===== src/rtl/register_bank8.sv =====
// register_bank8: 8-entry x WIDTH-bit register bank (RAM8 storage stage).
//   - One synchronous write port (dmux8way-decoded enables), one combinational
//     read port (mux8way16 select), shared address.
//   - Bulk-clear sweeper FSM: rewrites every entry to CLR_VALUE, one per cycle,
//     with a registered busy / clr_done handshake.
// Build option: define REGISTER_BANK_BYPASS_EN for write-first reads; leave it
//   undefined for read-old behaviour. Storage, FSM and handshake are the same
//   in both builds.
module register_bank8 #(
  parameter int                 WIDTH     = 16,
  parameter logic [WIDTH-1:0]   CLR_VALUE = {WIDTH{1'b0}}
) (
  input  logic             clk,
  input  logic             rst,
  input  logic [WIDTH-1:0] in,
  input  logic             load,
  input  logic [2:0]       address,
  output logic [WIDTH-1:0] out,
  input  logic             clr_req,
  output logic             busy,
  output logic             clr_done
);

  // The read path is built on a 16-bit mux8way16; other widths are rejected.
  if (WIDTH != 16) begin : g_width_check
    $error("register_bank8: WIDTH must be 16 while built on mux8way16");
  end

  typedef enum logic [0:0] {
    IDLE  = 1'b0,
    SWEEP = 1'b1
  } state_t;

  // dmux8way: route a single enable to one of eight outputs.
  function automatic logic [7:0] dmux8way(input logic sel_in, input logic [2:0] sel);
    logic [7:0] dec;
    dec      = 8'b0000_0000;
    dec[sel] = sel_in;
    return dec;
  endfunction

  logic [WIDTH-1:0] mem_q [8];
  logic [WIDTH-1:0] mem_d [8];
  state_t           state_q, state_d;
  logic [2:0]       cnt_q, cnt_d;
  logic             busy_q, busy_d;
  logic             done_q, done_d;
  logic [7:0]       wr_sel;
  logic             wr_en;
  logic [WIDTH-1:0] rd_data;

  // Loads are only honoured while the sweeper is idle.
  assign wr_en  = load & ~busy_q;
  assign wr_sel = dmux8way(wr_en, address);

  // Next-state logic: user write, then sweep clear and FSM sequencing.
  always_comb begin
    state_d = state_q;
    cnt_d   = cnt_q;
    busy_d  = busy_q;
    done_d  = 1'b0;
    for (int i = 0; i < 8; i++) begin
      if (wr_sel[i]) begin
        mem_d[i] = in;
      end else begin
        mem_d[i] = mem_q[i];
      end
    end

    case (state_q)
      IDLE: begin
        if (clr_req) begin
          state_d = SWEEP;
          cnt_d   = 3'd0;
          busy_d  = 1'b1;
        end else begin
          state_d = IDLE;
          busy_d  = 1'b0;
        end
      end
      SWEEP: begin
        mem_d[cnt_q] = CLR_VALUE;
        cnt_d        = cnt_q + 3'd1;
        if (cnt_q == 3'd7) begin
          // Final entry cleared on this edge: hand back to IDLE and pulse done.
          state_d = IDLE;
          busy_d  = 1'b0;
          done_d  = 1'b1;
        end else begin
          state_d = SWEEP;
          busy_d  = 1'b1;
        end
      end
      default: begin
        state_d = IDLE;
        cnt_d   = 3'd0;
        busy_d  = 1'b0;
      end
    endcase
  end

  // State registers: storage, sweeper FSM and registered handshake outputs.
  always_ff @(posedge clk or posedge rst) begin
    if (rst) begin
      for (int i = 0; i < 8; i++) begin
        mem_q[i] <= CLR_VALUE;
      end
      state_q <= IDLE;
      cnt_q   <= 3'd0;
      busy_q  <= 1'b0;
      done_q  <= 1'b0;
    end else begin
      for (int i = 0; i < 8; i++) begin
        mem_q[i] <= mem_d[i];
      end
      state_q <= state_d;
      cnt_q   <= cnt_d;
      busy_q  <= busy_d;
      done_q  <= done_d;
    end
  end

  // mux8way16: combinational select of the addressed entry.
  always_comb begin
    case (address)
      3'd0:    rd_data = mem_q[0];
      3'd1:    rd_data = mem_q[1];
      3'd2:    rd_data = mem_q[2];
      3'd3:    rd_data = mem_q[3];
      3'd4:    rd_data = mem_q[4];
      3'd5:    rd_data = mem_q[5];
      3'd6:    rd_data = mem_q[6];
      3'd7:    rd_data = mem_q[7];
      default: rd_data = CLR_VALUE;
    endcase
  end

`ifdef REGISTER_BANK_BYPASS_EN
  // Write-first: an accepted write always targets the read address, so one
  // extra mux_16 stage forwards the write data straight to the output.
  always_comb begin
    if (wr_en) begin
      out = in;
    end else begin
      out = rd_data;
    end
  end
`else
  // Read-old: the output shows stored contents until the write edge.
  always_comb begin
    out = rd_data;
  end
`endif

  assign busy     = busy_q;
  assign clr_done = done_q;

endmodule

===== config.mk =====
export PLATFORM = sky130hd
export DESIGN_NAME = register_bank8
export DESIGN_NICKNAME = d
export VERILOG_FILES = /design/src/rtl/register_bank8.sv
export SDC_FILE = /design/constraint.sdc
export NUM_CORES = 1
export LEC_CHECK = 0
export CAP_MARGIN = 25
export CORE_ASPECT_RATIO = 2
export CORE_MARGIN = 3
export CORE_UTILIZATION = 35
export CTS_CLUSTER_DIAMETER = 100
export DETAILED_ROUTE_END_ITERATION = 6
export GPL_TIMING_DRIVEN = 0
export HOLD_SLACK_MARGIN = 0.15
export PLACE_DENSITY = 0.58
export SLEW_MARGIN = 10
export SYNTH_ARGS = -nofsm -noshare
export SYNTH_HDL_FRONTEND = slang
export SYNTH_SLANG_ARGS = --single-unit

===== constraint.sdc =====
create_clock -name clk -period 7.53 [get_ports clk]
set_input_delay 1.8825 -clock clk [delete_from_list [all_inputs] [get_ports clk]]
set_output_delay 1.8825 -clock clk [all_outputs]
set_load 0.05 [all_outputs]

Word level (Yosys, flattened, before mapping)
Index checks and enable logic that the tools add are counted.
Widths: inputs -> output; s select.
{ "word_totals": {"ff_bits": 133, "input_bits": 23, "output_inout_bits": 18} }
{ "op_classes": {"add_sub_neg": 1, "magnitude_cmp": 4, "eq_ne": 9, "muxes": 21, "bitwise_logic": 6, "n_reduce_logical": 3} }
{ "ops": {"columns": ["cell", "n"], "rows": [
  ["$mux 16", 9],
  ["$and 128x128->128", 1],
  ["$mux 128", 1],
  ["$not 128->128", 1],
  ["$pmux 16 s8", 1],
  ["$demux 16 s3", 1],
  ["$eq 3x3->1 const B", 5],
  ["$and 8x8->8", 1],
  ["$eq 3x2->1 const B", 2],
  ["$pmux 3 s2", 1],
  ["$mux 1", 5],
  ["$ge 4x4->1 const B", 1],
  ["$lt 3x4->1 const B", 1],
  ["$lt 4x1->1 const B", 1],
  ["$not 3->4", 1],
  ["$add 3x1->3 const B", 1],
  ["$demux 1 s3", 1],
  ["$eq 3x1->1 const B", 1],
  ["$ge 3x1->1 const B", 1],
  ["$logic_not 3->1", 1],
  ["$mux 3", 1],
  ["$logic_and 1x1->1", 2],
  ["$ne 2x2->1 const B", 1],
  ["$pmux 1 s2", 1],
  ["other kinds (2)", 2]
]} }

Depth between registers and ports, before layout
Gate-level depths: netlist (run 1).
{ "logic_depth": {"ltp_word": 8, "ltp_mapped": 6, "depth_no_buf": 4} }

Least setup slack after synthesis (run 1)
OpenSTA, ideal clock, no wires.
{ "synth_path": {"path_kind": "in2out", "startpoint": "input address[0]", "endpoint": "output out[1]", "arrival_ns": 3.061, "slack_ns": 2.587, "cell_stages": 5, "path_cell_list": "buf_6 buf_2 nor2b_1 a221oi_1 o22a_1"} }
{ "synth_via": {"elab_chain_len": 2, "elab_cells_between_ends": 9} }
{ "synth_rtl": {"columns": ["item", "line_no", "text"], "rows": [
  ["start, declared", "17", "input logic [2:0] address,"],
  ["$eq 3x3->1, or another cell as far along", "125", "case (address)"],
  ["$pmux 16 s8 (*)", "125", null],
  ["end, declared", "18", "output logic [WIDTH-1:0] out,"]
]} }
Every way passes the cells marked *; elsewhere a longest branch is shown, timed or not.

Final worst setup path (run 1)
{ "layout_path": {"startpoint": "input address[2]", "endpoint": "output out[11]"} }
The elaborated chain is that of the path after synthesis.

==> impl_metrics.csv, run 1 <==
group,metric,value,unit
worst_setup_path,critical_path.max_stage_delay,730,ps
place,gp_congestion,0.958,
power,leakage,3.37,nW
yosys,synthXorXnorAreaFrac,0,%
timing,fin_crit_sh,81.3,%
routing,first_pass_iters,5,
floorplan,core,19100,sq um
place,hpwl,18700,microns
yosys,syn_inst,718,
clocking,clock_sinks,133,
cells_and_area,layout-drive-gt1-share,11.3,%
yosys,ys_seq_elements,133,
power,ir_worst_vdd,0.148,mV
yosys,synth_top_family_by_area,"compound AO/OA/AOI/OAI gates",
worst_setup_path,crit_family,"buffers and inverters",
timing,hold_viol_final,0,
yosys,yosys-top-cells-area,"dfrtp_1 48%, a21oi_1 9.3%, nand3_1 9.3%",
clocking,cts.repair.resized,0,
routing,wl_per_cell,25.7,microns
worst_setup_path,required,5650,ps
min_path,holdCritPathClass,"flip-flop to flip-flop",
worst_setup_path,crit_chain,"buf_2 -> clkbuf_1 -> mux4_1 -> mux2_2 -> clkdlybuf4s50_1",
timing,timing.setup.tns,0,ps
floorplan,rows,71,
global_route,grt_usage,25.0,%
floorplan,die_w,105,microns
timing,period_minus_slack,6120,ps
floorplan,die_area,21500,sq um
cells_and_area,final_nets,785,
routing,drt-initial-drc-count,490,
routing,via_count,6246,
timing,max_freq,163,MHz
yosys,ys_async_sr_fraction,100,%
yosys,synth_edf_count,0,
yosys,synth_common_cells,"133 x dfrtp_1, 128 x a21oi_1, 128 x nand3_1, 128 x o21ai_0, 59 x clkbuf_1",
yosys,synth_area_per_cell,9.58,sq um
routing,drt_wl_total,26500,microns
routing,ant_nets,0,
timing,worst_clock_skew,6.34,ps
timing,worst_pin_slew,942,ps
timing,rsz0062_at_grt,"no",
clocking,postCtsHoldBufs,0,
worst_setup_path,rrSetupSlack,5410,ps
worst_setup_path,cp_num_buf_inv,3,
yosys,yosys-mux-area-fraction,12.2,%
place,portBuffers,21,
worst_setup_path,end_kind,"output port",
global_route,grt_pass1_vias,6307,
yosys,yosys.area.top_type_share,48.4,%
floorplan,io_pins,41,
clocking,cts_root_buf,"clkbuf_16",
worst_setup_path,cp.arrival,4240,ps
routing,drc_errors,0,
timing,relSlewSlack,37.2,%
timing,setup-violations-final,0,
yosys,yosys_most_used_dff,"dfrtp_1",
yosys,yosysSeqAreaShare,48.4,%
place,placed_cell_area,7450,sq um
global_route,antenna_found_initial,0,
floorplan,initial_core_util,36.0,%
clocking,cts.clk_slew.worst_paths,60,ps
clocking,cts_tree,"yes",
global_route,grt_start_max_net_pins,95,
global_route,grt_pass1_wl,39400,microns
routing,via_per_inst,6.08,
status,run_status,"completed",
clocking,htreeDepth,4,
yosys,yosys.area_share.adder,0.364,%
clocking,clock_latency,420,ps
yosys,yosys.area.top_type,"dfrtp_1",
worst_setup_path,critPathMaxFanout,10,
clocking,numCtsBuffers,17,
yosys,synth-compound-area-share,20.5,%
timing,drv_slew,0,
worst_setup_path,cp_slowest_cell,"clkbuf_1",
global_route,overflow,0,
clocking,cts_setup_buffers,0,
yosys,yosysMostFrequentCell,"dfrtp_1",
floorplan,die_h,204,microns
yosys,synth_nets,743,
yosys,yosys.area_share.simple,12.3,%
cells_and_area,diodes,0,
yosys,syn_area,6880,sq um
yosys,synthDistinctLibCells,33,
power,power_density,340,nW/um^2
cells_and_area,final_area,8090,sq um
run,maxCapViolCount,0,
worst_setup_path,path_class,"input port to output port",
clocking,clockBufferDepth,2,
worst_setup_path,worstSetupStartpointType,"input port",
cells_and_area,area_growth,17.7,%
yosys,yosysWarnings,0,
-- per-stage QoR --
stage / cells / hold WS, ps / util, % / setup WS, ps / power, W
after floorplan: 718 / 511 / - / 2090 / 0.00153
after global placement: 994 / 525 / 38.8 / -176 / 0.00182
after detailed placement: 996 / 532 / 39.0 / 1420 / 0.00184
after CTS: 1028 / 540 / 42.4 / 1420 / 0.00274
after global routing: 1028 / 561 / 42.4 / 1350 / 0.00286
final: 1028 / 535 / 42.4 / 1410 / 0.00275
-- routing by layer --
metal	wire length (microns)	GRT usage, %
met4	2630	21.8
met1	8990	26.4
met5	0	0
met2	13600	43.1
met3	1210	3.32
-- final timing paths --
check	startpoint	endpoint	depth (start not counted)
setup / recovery	address[2]	out[11]	5
hold / removal	mem_q[27]$_DFF_PP0_	mem_q[27]$_DFF_PP0_	2
setup reg to reg	cnt_q[2]$_DFFE_PP0P_	mem_q[77]$_DFF_PP0_	4
hold reg to reg	mem_q[27]$_DFF_PP0_	mem_q[27]$_DFF_PP0_	2
max in group asynchronous	rst	mem_q[94]$_DFF_PP0_	3
min in group asynchronous	rst	mem_q[8]$_DFF_PP0_	2
-- layout by cell type (no fill, tap or decap), types with 6 or more instances in the layout --
master             n
nand3_1          128
a21oi_1          128
clkbuf_1          59
nand2b_1           8
nor2_1             9
buf_2             23
clkdlybuf4s50_1   21
mux4_2             6
mux2_2            11
o21ai_0          128
clkbuf_16         17
mux4_1            16
mux2i_1           16
dfrtp_1          133
-- layout make-up --
type	count	area, sq um
Clock inverter	12	176
Timing Repair Buffer	23	245
Inverter	4	22.5
Tap cell	255	319
Clock buffer	20	467
Sequential cell	133	3330
Multi-Input combinational cell	489	3120
Fill cell	1923	11000
Buffer	92	414
-- tightest hold or removal path: stages, from the launching register on --
cell and delay [ps]:
dfrtp_1 370, o21ai_0 70, a21oi_1 60
-- registers in the layout, indices dropped and copies added (netlist names) --
signal	flops
busy	1
mem_q	128
clr_done	1
cnt_q	3
-- power breakdown --
part | total [W] | internal [W] | switching (W)
Combinational | 0.000817 | 0.000279 | 0.000538
Clock | 0.000908 | 0.000580 | 0.000328
Sequential | 0.00103 | 0.000903 | 0.000123
Total | 0.00275 | 0.00176 | 0.000989
-- kinds of logic (layout without fill, tap and decap cells) --
kind of cell	after synthesis	after routing
flip-flops	133	133
AND/OR/NAND/NOR	165	165
adder cells (fa/ha/maj)	2	2
multiplexers	49	49
AO/OA/AOI/OAI	273	273
buffers and inverters	96	151
Note: power is estimated with default switching activity, not from simulation.
==> run 2: changes to the inputs <==
==> constraint.sdc (replaced) <==
create_clock -name clk -period 6.1 [get_ports clk]
set_input_delay 1.525 -clock clk [delete_from_list [all_inputs] [get_ports clk]]
set_output_delay 1.525 -clock clk [all_outputs]
set_load 0.05 [all_outputs]
==> results of run 2 <==
Same layout as run 1 (identical final DEF). Status: completed.
Among the figures that moved: setup slack after placement 1420 ps -> 710 ps; setup slack after layout 1410 ps -> 695 ps; register-to-register setup slack 5410 ps -> 3980 ps; total power 0.00275 W -> 0.00340 W; worst IR drop on VDD 0.148 mV -> 0.183 mV
==> variant 1, RTL diff (flow settings as in run 2) <==
Build with the macro `REGISTER_BANK_BYPASS_EN` defined.
--- a/src/rtl/register_bank8.sv
+++ b/src/rtl/register_bank8.sv
@@ -6,6 +6,8 @@
 // Build option: define REGISTER_BANK_BYPASS_EN for write-first reads; leave it
 //   undefined for read-old behaviour. Storage, FSM and handshake are the same
 //   in both builds.
+`define REGISTER_BANK_BYPASS_EN
+
 module register_bank8 #(
   parameter int                 WIDTH     = 16,
   parameter logic [WIDTH-1:0]   CLR_VALUE = {WIDTH{1'b0}}
Check against the original RTL: not equivalent (Yosys sat finds a counterexample within 4 cycles, from zero or initial values and one cycle with rst high).
==> variant 1 against run 2 <==
Worst setup slack got worse by 0.58 ns; cell area shrank 2.5%; wire length down 16%; non-clock buffer count decreased by 23; area after synthesis is 2.7% lower; sequential cell count unchanged; sequential share of layout area grew 1.1 points; power is 4.3% lower; first-iteration DRC count down 26%; via count decreased by 9.0%; clock power fell by 4%.
==> variant 1: results (changes against run 2) <==
Parameter                              Value

Yosys
  Net Count, Synth ... 793 (was 743)
  Ranking of synthesized cells by area ... dfrtp_1 (50%), nand2_1 (13%), a21oi_1 (9.3%) (was dfrtp_1 (48%), a21oi_1 (9.3%), nand3_1 (9.3%))
  Share of synthesized cell area in full adder, half adder and majority cells ... 0.374% (was 0.364%)
  Distinct cell type count of the synthesized netlist ... 40 (was 33)
  Most common library cells after synthesis ... nand2_1 (238), dfrtp_1 (133), a21oi_1 (124), mux2i_1 (40), buf_2 (31) (was dfrtp_1 (133), a21oi_1 (128), nand3_1 (128), o21ai_0 (128), clkbuf_1 (59))
  Multiplexer area fraction after synthesis ... 6.66% (was 12.2%)
  Proportion of synthesized chip area in sequential cells ... 49.7% (was 48.4%)
  Synthesized-area fraction occupied by ao, oa, aoi and oai cells ... 18.0% (was 20.5%)

Global route
  Vias in the first global route ... 5,893 (was 6,307)
  Overall Global Routing Usage ... 21.7% (was 25.0%)
  Global-route wire length before repair ... 34,100 µm (was 39,400 µm)
  Largest net degree at the start of global routing ... 79 (was 95)

Place
  Global placement routability congestion ... 0.868 (was 0.958)
  Number of buffers added on ports ... 23 (was 21)
  Instance area at placement ... 7270 µm² (was 7450 µm²)

Final layout
  Fraction of layout instances using a drive strength above 1 ... 10.6% (was 11.3%)
  # nets final ... 836 (was 785)
  Fill cell total of the finished layout ... 1,921 (was 1,923)

Worst setup path
  Launch instance of the worst register-to-register path ... busy (was cnt_q[2])
  Register-to-Register Path Depth ... 6 (was 4)
  Arrival @ worst endpoint ... 4.46 ns (was 3.88 ns)
  Destination of the worst register-to-register timing path ... mem_q[28] (was mem_q[77])
  Worst reg2reg setup slack ... 3.89 ns (was 3.98 ns)

Route
  Overall routed net length ... 22,100 µm (was 26,500 µm)
  Average vias per placed instance ... 5.28 (was 6.08)
  Initial drt markers ... 363 (was 490)

Timing
  Headroom to the max-slew limit ... 43.3% (was 37.2%)
  Clock tree skew after final layout ... 0.00627 ns (was 0.00634 ns)

Power and ir drop
  Static power due to leakage ... 3.41 nW (was 3.37 nW)

Status
  Run status ... finished, final reports clean (unchanged)

Min path
  Startpoint of the tightest hold check path ... mem_q[118] (was mem_q[27])
## variant 1: changes by cell type in the layout (fill, tap and decap cells not counted), sizes merged, moves of 24 or more
cell | run 2 | this run
nand2 | 5 | 238
mux2i | 16 | 40
nand3 | 128 | 1
o21ai | 130 | 21
clkbuf | 84 | 53
## variant 1: layout make-up
type / instances / area, µm² / area share, %
well taps: 252 / 315 / 4.00
clock buffers: 23 / 498 / 6.31
multi-input cells: 565 / 3020 / 38.3
inverters: 2 / 12.5 / 0.159
flip-flops and latches: 133 / 3330 / 42.2
plain buffers: 68 / 334 / 4.23
repair buffers: 24 / 258 / 3.27
clock inverters: 9 / 123 / 1.55
## variant 1: metrics by stage
step | std cells | power [mW] | utilization [%] | setup WS, ns | hold WS (ns)
2_1_floorplan | 768 | 1.86 | - | 1.02 | 0.485
3_3_place_gp | 1043 | 2.17 | 39.0 | -1.19 | 0.502
3_5_place_dp | 1044 | 2.19 | 39.1 | 0.0784 | 0.511
4_1_cts | 1076 | 3.27 | 42.5 | 0.0712 | 0.520
6_report | 1076 | 3.25 | 42.5 | 0.112 | 0.517
5_1_grt | 1076 | 3.42 | 42.5 | 0.00746 | 0.532
## variant 1: report_power, final
| group | internal, mW | switching (mW) | total [mW] | leakage [nW] |
|---|---|---|---|---|
| combinational | 0.318 | 0.619 | 0.936 | 1.27 |
| clock | 0.693 | 0.385 | 1.08 | 0.309 |
| sequential | 1.10 | 0.142 | 1.24 | 1.83 |
| total | 2.11 | 1.15 | 3.25 | 3.41 |
## variant 1: kinds of logic after synthesis
family                     Yosys count
AOI/OAI and AO/OA                  209
adders and majority gates            2
buffers and inverters               70
DFF                                133
muxes                               42
and+or+nand+nor                    312
## variant 1: worst max path at each step
| stage | end | startpoint | cells past startpoint | slack [ns] |
|---|---|---|---|---|
| after floorplan | busy | rst | 1 | 1.02 |
| after global routing | out[14] | address[2] | 9 | 0.007 |
| after global placement | mem_q[33] | rst | 2 | -1.19 |
| after detailed placement | out[14] | address[2] | 9 | 0.08 |
| after CTS | out[14] | address[2] | 9 | 0.07 |
| final | out[14] | address[2] | 9 | 0.11 |
## variant 1: per-layer routing
layer | global-route usage, % | share of wire [%] | vias to the layer above
met1 | 21.1 | 34 | 2793
met5 | 0 | 0 | -
met3 | 3.76 | 3.5 | 53
li1 | - | - | 2678
met2 | 41.5 | 56 | 162
met4 | 13.6 | 6.5 | 0
## variant 1: worst max-delay path, cell delays in order
cell	delay, ns
clkdlybuf4s50_1	0.48
buf_4	0.19
buf_2	0.27
buf_2	0.29
a21oi_1	0.06
a211oi_1	0.42
nor3_1	0.14
o21ai_0	0.23
clkdlybuf4s50_1	0.84
==> variant 2, RTL diff (settings of run 2) <==
Made on the original files. Register the output `clr_done` once more, without a reset; this adds one clock of latency there. The other outputs are not delayed to match. Comments in the files are not updated.
--- a/src/rtl/register_bank8.sv
+++ b/src/rtl/register_bank8.sv
@@ -153,6 +153,8 @@
 `endif
 
   assign busy     = busy_q;
-  assign clr_done = done_q;
+  always_ff @(posedge clk) begin
+    clr_done <= done_q;
+  end
 
 endmodule
Behaviour: same outputs for any inputs over 4 cycles, from zero or initial values and one cycle with rst high; that may be too few to reach the edited logic, so the function may still have changed.
==> variant 2 against run 2 <==
Area after synthesis up 0.29%; sequential cell count up 1; clock power down 5%; wire length down 0.57%; register-to-register slack worse by 0.02 ns; power down 1.7%; worst hold slack worse by 0.19 ns; global-route usage down 0.30 points; non-clock buffer count down 1; cell area down 0.34%; critical path depth unchanged; worst setup slack better by 0.11 ns.
==> variant 2: results (changes against run 2) <==
Parameter                              Value

Status
  Run status ... finished, final reports clean (unchanged)

Power and ir drop
  Static power due to leakage ... 3.35 nW (was 3.37 nW)
  Worst VDD drop ... 0.184 mV (was 0.183 mV)
  Internal power ... 2.12 mW (was 2.17 mW)

Yosys
  Synth Area per Inst ... 9.60 µm² (was 9.58 µm²)
  Ranking of synthesized cells by area ... dfrtp_1 (48%), a21oi_1 (9.3%), nand3_1 (9.3%) (unchanged)
  Synthesized-area fraction occupied by ao, oa, aoi and oai cells ... 20.4% (was 20.5%)
  Xor/xnor cell area share of the yosys netlist ... 0% (unchanged)
  Post-synthesis async set-or-reset flop share ... 99.3% (was 100%)
  Net Count, Synth ... 744 (was 743)
  Multiplexer area fraction after synthesis ... 12.2% (about the same)
  Share of synthesized cell area in full adder, half adder and majority cells ... 0.363% (was 0.364%)
  Distinct cell type count of the synthesized netlist ... 34 (was 33)
  Proportion of synthesized chip area in sequential cells ... 48.5% (was 48.4%)

Worst setup path
  Slowest cell on the critical path ... clkdlybuf4s50_1 (was clkbuf_1)
  Worst setup path endpoint ... out[6] (was out[11])
  Worst reg2reg setup slack ... 3.96 ns (was 3.98 ns)
  Launch instance of the worst register-to-register path ... busy (was cnt_q[2])
  Destination of the worst register-to-register timing path ... mem_q[26] (was mem_q[77])
  Register-to-Register Path Depth ... 5 (was 4)
  Max incr delay on CP ... 0.71 ns (was 0.73 ns)

Place
  Global placement routability congestion ... 0.965 (was 0.958)
  Instance area at placement ... 7470 µm² (was 7450 µm²)
  Worst setup slack before clock tree synthesis ... 0.843 ns (was 0.710 ns)
  Post-detail-place hpwl ... 19,000 µm (was 18,700 µm)

Global route
  Overall Global Routing Usage ... 24.7% (was 25.0%)
  Largest net degree at the start of global routing ... 80 (was 95)

Timing
  Headroom to the max-slew limit ... 24.3% (was 37.2%)
  Clock tree skew after final layout ... 0.0107 ns (was 0.00634 ns)
  Setup ws final ... 0.801 ns (was 0.695 ns)

Final layout
  Fill cell total of the finished layout ... 1,900 (was 1,923)
  Fraction of layout instances using a drive strength above 1 ... 10.9% (was 11.3%)

Route
  Mean routed wirelength per cell ... 25.5 µm (was 25.7 µm)
  Initial drt markers ... 515 (was 490)
  Via count ... 6,250 (was 6,246)
  Overall routed net length ... 26,300 µm (was 26,500 µm)

Min path
  Hold depth ... 0 (was 2)
-- variant 2: through the flow --
step                      utilization [%]  power, mW
after floorplan                         -       1.90
after global placement               38.4       2.25
after detailed placement             38.5       2.27
after CTS                            41.6       3.33
after global routing                 41.6       3.47
final                                41.6       3.34
-- variant 2: cell type report --
class	instances	share of cell area, %
sequential	134	41.5
multi-input combinational	489	38.7
clock buffer	20	5.54
buffer	92	5.13
tap	259	4.02
timing repair buffer	22	2.95
clock inverter	12	1.91
inverter	4	0.248
-- variant 2: logic make-up (layout without fill, tap and decap cells) --
kind of cell	Yosys count	count (layout)
compound gates	273	273
simple gates	165	165
flops	134	134
mux	49	49
buf+inv	96	150
fa+ha+maj	2	2
-- variant 2: power groups by stage --
stage          Clock [mW]  Combinational [mW]  Sequential [mW]
6_report             1.06               0.999             1.28
3_3_place_gp            0               0.971             1.28
2_1_floorplan           0               0.663             1.23
4_1_cts              1.07               0.989             1.27
3_5_place_dp            0               0.987             1.29
5_1_grt              1.11                1.07             1.30
-- variant 2: worst min-delay path by stage --
stage | from | to | slack, ns
floorplan | done_q | clr_done | 0.32
global placement | done_q | clr_done | 0.33
detailed placement | done_q | clr_done | 0.33
CTS | done_q | clr_done | 0.34
global route | done_q | clr_done | 0.35
finish | done_q | clr_done | 0.34
-- variant 2: worst register-to-register path: stages (launching register included) --
cell and delay (ns):
dfrtp_1 0.43, buf_4 0.20, nand2_1 0.12, nor2_1 0.52, clkbuf_1 0.57, a21oi_1 0.13
-- variant 2: metal layers --
layer	up-vias	GRT usage (%)	part of all wire (%)
met1	3100	25.2	34
met2	318	45.3	54
li1	2727	-	-
met5	-	0	0
met4	0	17.5	7.3
met3	105	3.53	4.6
